**src/rtl/spi_frame_slave.sv**
```systemverilog
`default_nettype none
// ============================================================================
// Module      : spi_frame_slave
// Description : SPI slave frame engine for the user-area SPI port. Decodes
//               frames of {R/W flag, address, data}, MSB first. Writes are
//               presented as a parallel word; reads shift the selected user
//               word out on MISO. Runs purely in the BCLK domain; SS high is
//               the asynchronous reset of the whole block.
// Ports       : i_BCLK       - master SPI clock (rising edge active)
//               i_SS         - slave select, low while framing; high = reset
//               i_MOSI       - serial data from master
//               o_MISO       - serial data to master (registered)
//               o_RW         - frame flag, 0 = write, 1 = read
//               o_ADDR       - received address
//               o_ADDR_VALID - address complete (sticky until reset)
//               o_DATA_IN    - write word (updated once, on the last bit)
//               o_DOUT_VALID - write word complete (sticky until reset)
//               i_DATA_OUT   - read word from the addressed user module
// Revision    : 1.0 - initial release
// ============================================================================
module spi_frame_slave #(
    parameter int ADDRESS_WIDTH = 7,
    parameter int DATA_WIDTH    = 32
) (
    input  logic                     i_BCLK,
    input  logic                     i_SS,
    input  logic                     i_MOSI,
    output logic                     o_MISO,
    output logic                     o_RW,
    output logic [ADDRESS_WIDTH-1:0] o_ADDR,
    output logic                     o_ADDR_VALID,
    output logic [DATA_WIDTH-1:0]    o_DATA_IN,
    output logic                     o_DOUT_VALID,
    input  logic [DATA_WIDTH-1:0]    i_DATA_OUT
);

    localparam logic [5:0] ADDR_LAST = 6'(ADDRESS_WIDTH - 1);
    localparam logic [5:0] DATA_LAST = 6'(DATA_WIDTH - 1);

    typedef enum logic [2:0] {
        S_CMD   = 3'd0,
        S_ADDR  = 3'd1,
        S_WDATA = 3'd2,
        S_RDATA = 3'd3,
        S_DONE  = 3'd4
    } state_t;

    state_t                  state;
    state_t                  next_state;
    logic [5:0]              bit_cnt;
    // Write shadow holds all but the final bit; o_DATA_IN is loaded in one
    // shot so downstream never sees partially shifted words.
    logic [DATA_WIDTH-2:0]   wr_shadow;
    // Remaining read bits after the MSB has been driven out.
    logic [DATA_WIDTH-2:0]   tx_shift;

    // ------------------------------------------------------------------
    // State register
    // ------------------------------------------------------------------
    always_ff @(posedge i_BCLK or posedge i_SS) begin
        if (i_SS) begin
            state <= S_CMD;
        end else begin
            state <= next_state;
        end
    end

    // ------------------------------------------------------------------
    // Next-state logic
    // ------------------------------------------------------------------
    always_comb begin
        next_state = state;
        case (state)
            S_CMD:   next_state = S_ADDR;
            S_ADDR:  if (bit_cnt == ADDR_LAST) next_state = o_RW ? S_RDATA : S_WDATA;
            S_WDATA: if (bit_cnt == DATA_LAST) next_state = S_DONE;
            S_RDATA: if (bit_cnt == DATA_LAST) next_state = S_DONE;
            S_DONE:  next_state = S_DONE;
            default: next_state = S_CMD;
        endcase
    end

    // ------------------------------------------------------------------
    // Datapath: counter, shift registers and outputs
    // ------------------------------------------------------------------
    always_ff @(posedge i_BCLK or posedge i_SS) begin
        if (i_SS) begin
            bit_cnt      <= '0;
            wr_shadow    <= '0;
            tx_shift     <= '0;
            o_MISO       <= 1'b0;
            o_RW         <= 1'b0;
            o_ADDR       <= '0;
            o_ADDR_VALID <= 1'b0;
            o_DATA_IN    <= '0;
            o_DOUT_VALID <= 1'b0;
        end else begin
            case (state)
                S_CMD: begin
                    o_RW    <= i_MOSI;
                    bit_cnt <= '0;
                end
                S_ADDR: begin
                    o_ADDR <= {o_ADDR[ADDRESS_WIDTH-2:0], i_MOSI};
                    if (bit_cnt == ADDR_LAST) begin
                        o_ADDR_VALID <= 1'b1;
                        bit_cnt      <= '0;
                    end else begin
                        bit_cnt <= bit_cnt + 6'd1;
                    end
                end
                S_WDATA: begin
                    wr_shadow <= {wr_shadow[DATA_WIDTH-3:0], i_MOSI};
                    if (bit_cnt == DATA_LAST) begin
                        o_DATA_IN    <= {wr_shadow, i_MOSI};
                        o_DOUT_VALID <= 1'b1;
                        bit_cnt      <= '0;
                    end else begin
                        bit_cnt <= bit_cnt + 6'd1;
                    end
                end
                S_RDATA: begin
                    // The user word is captured only on the first data edge;
                    // later changes on i_DATA_OUT cannot affect this frame.
                    if (bit_cnt == 6'd0) begin
                        o_MISO   <= i_DATA_OUT[DATA_WIDTH-1];
                        tx_shift <= i_DATA_OUT[DATA_WIDTH-2:0];
                    end else begin
                        o_MISO   <= tx_shift[DATA_WIDTH-2];
                        tx_shift <= {tx_shift[DATA_WIDTH-3:0], 1'b0};
                    end
                    if (bit_cnt == DATA_LAST) begin
                        bit_cnt <= '0;
                    end else begin
                        bit_cnt <= bit_cnt + 6'd1;
                    end
                end
                default: begin
                    // DONE: ignore further clocks, hold everything.
                end
            endcase
        end
    end

endmodule
`default_nettype wire

```
**config.mk**
```make
export PLATFORM = sky130hd
export DESIGN_NAME = spi_frame_slave
export DESIGN_NICKNAME = d
export VERILOG_FILES = /design/src/rtl/spi_frame_slave.sv
export SDC_FILE = /design/constraint.sdc
export NUM_CORES = 1
export LEC_CHECK = 0
export ABC_CLOCK_PERIOD_IN_PS = 8800
export CAP_MARGIN = 15
export CORE_MARGIN = 2
export CORE_UTILIZATION = 35
export CTS_CLUSTER_DIAMETER = 150
export CTS_CLUSTER_SIZE = 25
export DETAILED_ROUTE_END_ITERATION = 8
export PLACE_DENSITY_LB_ADDON = 0.1
export REMOVE_ABC_BUFFERS = 1
export SYNTH_ARGS = -nofsm -noshare
export SYNTH_HDL_FRONTEND = slang
export SYNTH_SLANG_ARGS = --single-unit
```
**constraint.sdc**
```tcl
create_clock -name i_BCLK -period 8.8 [get_ports i_BCLK]
set_input_delay 2.2 -clock i_BCLK [delete_from_list [all_inputs] [get_ports i_BCLK]]
set_output_delay 2.2 -clock i_BCLK [all_outputs]
set_load 0.05 [all_outputs]
```
==> impl_metrics.yaml <==
synth:
  ys_seq_area_frac: 0.610
  async_flop_share: 1.00
  synth.ff_latch_count: 114
  synth_area_mm2: 0.00467
  netlist_top_cells_area: "dfrtp_1, mux2_2, mux2i_1"
  ys_types: 33
  syn-mean-instance-area_um2: 13.4
  yosysTopAreaCell: "dfrtp_1"
  synthCells: 349
  netlist.area_leader.share: 0.610
  ys_warn_count: 0
  ys.flop_type: "dfrtp_1"
  synth-edff-count: 0
sta:
  slew_violations: 0
  fin_ws_ps: 5000
  finalSetupViolCount: 0
  skew_ps: 6.72
  finalHoldViolations: 0
  worstMarginPinSlew_ps: 928
  period_share: 0.431
  slew_headroom: 0.379
  max_freq_ghz: 0.263
  grt_setup_unrepaired: "false"
  hold_ws_ps: 471
  fin_setup_tns_ps: 0
  fin_crit_ps: 3800
worst_setup_path:
  critical-path-max-stage-delay_ps: 820
  cp_data_required_time_ps: 6600
  cp_max_fo: 2
  cp.arrival_ps: 1600
  worstSetupEndpointType: "output port"
  crit_path_start_kind: "flop"
  crit_type: "flop to output port"
  path_delay_family: "buffers and inverters"
  crit_slowest_cell: "clkdlybuf4s50_1"
  cp_num_buf_inv: 1
  path_cells: "clkdlybuf4s50_1"
final_layout:
  drive_gt1_frac: 0.251
  area_delta_synth_final_pct: 31.8
  fin_nets: 468
drt:
  drc: 0
  via_per_inst: 4.61
  post_drt_wl_per_cell_um: 13.8
  num_vias: 2856
  drtAntennaViolNets: 0
  first_pass_iters: 4
  wl_mm: 8.54
  initialDrtViolationCount: 104
min_path:
  min_path_type: "flop to flop"
power_and_ir_drop:
  powerDensity_mw_per_mm2: 240
  switchingPower_w: 0.000388
  p_clk_frac: 0.428
  p_int_w: 0.00109
  ir_worst_vdd_v: 0.000154
  seqPwrFrac: 0.430
  p_leak_nw: 2.67
  pwr-share-comb: 0.142
  power_w: 0.00148
  swShare: 0.262
global_routing:
  grt.total_usage: 0.131
  first_global_vias: 2928
  grt-ovfl-total: 0
  antenna_found_initial: 1
  grt_pass1_wl_mm: 14.3
  grt_max_degree: 64
flow_run:
  maxCapViolations: 0
outcome:
  status: "complete, no violations"
cts:
  holdBufCountCts: 0
  postCtsSetupRepairBufs: 0
  insertion_delay_ps: 410
  cts_sinks: 114
  clockRootBuffer: "clkbuf_16"
  path_clk_slew_ps: 50
  clockBufferDepth: 2
  cts-resized-gates: 0
  htree_levels: 4
  cts_buffers: 17
  cts_tree: "done"
die:
  fp-row-count: 42
  start_util: 0.356
  die_w_um: 120
  core_mm2: 0.0131
  design.die.area_mm2: 0.0143
  ioPinCount: 78
  die_h_um: 120
placed_design:
  portBuffers: 77
  pre_cts_ws_ps: 4790
  dp_hpwl_mm: 5.21
  place_congestion: 0.705
[cell usage in the layout (no fill, tap or decap), types with 2 or more instances in the layout]
cell type | netlist | layout
buf_4 | 0 | 3
clkbuf_16 | 0 | 17
clkbuf_8 | 0 | 3
clkdlybuf4s50_1 | 0 | 77
clkinv_2 | 0 | 8
dfrtp_1 | 114 | 114
ha_1 | 3 | 3
inv_1 | 3 | 2
mux2_2 | 71 | 71
mux2i_1 | 31 | 31
nand2_1 | 39 | 38
nand2b_1 | 5 | 5
nand3_1 | 2 | 2
nor2_1 | 4 | 3
nor2b_1 | 2 | 2
nor3_1 | 3 | 3
o21ai_0 | 35 | 35
xnor2_1 | 2 | 2
[Yosys cell counts, types with 3 or more instances]
cell type  count
buf_6          3
clkbuf_1       8
ha_1           3
nor3_1         3
nor2_1         4
mux2i_1       31
nand2b_1       5
o21ai_0       35
buf_2          7
mux2_2        71
dfrtp_1      114
nand2_1       39
inv_1          3
[layout make-up]
class / instances / area [um2]
antenna: 1 / 2.50
clock buffer: 21 / 470
clock inverter: 11 / 86.3
fill: 1208 / 6980
inverter: 3 / 13.8
multi-input combinational: 214 / 1720
sequential: 114 / 2850
tap: 176 / 220
timing repair buffer: 80 / 793
[registers in the layout, indices dropped and copies added, names as in the netlist]
signal and cells:
bit_cnt 6, o_ADDR 7, o_ADDR_VALID 1, o_DATA_IN 32, o_DOUT_VALID 1, o_MISO 1
o_RW 1, state 3, tx_shift 31, wr_shadow 31
[metal layers]
layer	vias up	GRT usage	wire length (um)
li1	1388	-	-
met1	1384	0.177	4290
met2	64	0.180	3570
met3	20	0.0471	462
met4	0	0.0750	216
met5	-	0	0
[power by group through the flow]
stage	sequential (W)	combinational (W)	clock (W)
after floorplan	0.000708	0.0000669	0
after global placement	0.000643	0.000210	0
after detailed placement	0.000644	0.000213	0
after CTS	0.000636	0.000214	0.000654
after global routing	0.000646	0.000226	0.000677
final	0.000636	0.000210	0.000634
[worst paths after layout]
check	start	to	slack, ps	cells after the start
worst max-delay path	o_DATA_IN[3]	o_DATA_IN[3]	5000	1
worst min-delay path	o_ADDR_VALID	o_ADDR_VALID	470	1
worst max register to register	bit_cnt[1]	o_DATA_IN[25]	6640	6
worst min register to register	o_ADDR_VALID	o_ADDR_VALID	470	1
max in group asynchronous	i_SS	o_DATA_IN[25]	5330	3
min in group asynchronous	i_SS	o_DATA_IN[0]	2230	2
[through the flow]
step,area [um2],utilization,cells
floorplan,4570,-,331
global placement,5600,0.426,587
detailed placement,5600,0.426,587
CTS,6160,0.469,619
global route,6160,0.469,619
finish,6160,0.469,620
[kinds of logic (layout without fill, tap and decap cells)]
family                   count (synthesis)  count (layout)  share of synthesized area
flip-flops                             114             114                      0.610
other                                    0               1                          0
AND/OR/NAND/NOR                         63              63                     0.0632
XOR/XNOR                                 2               2                    0.00375
adder cells (fa/ha/maj)                  3               3                    0.00803
multiplexers                           103             103                      0.240
buffers and inverters                   21             115                     0.0236
AO/OA/AOI/OAI                           43              43                     0.0511
Note: power is estimated with default switching activity, not from simulation.
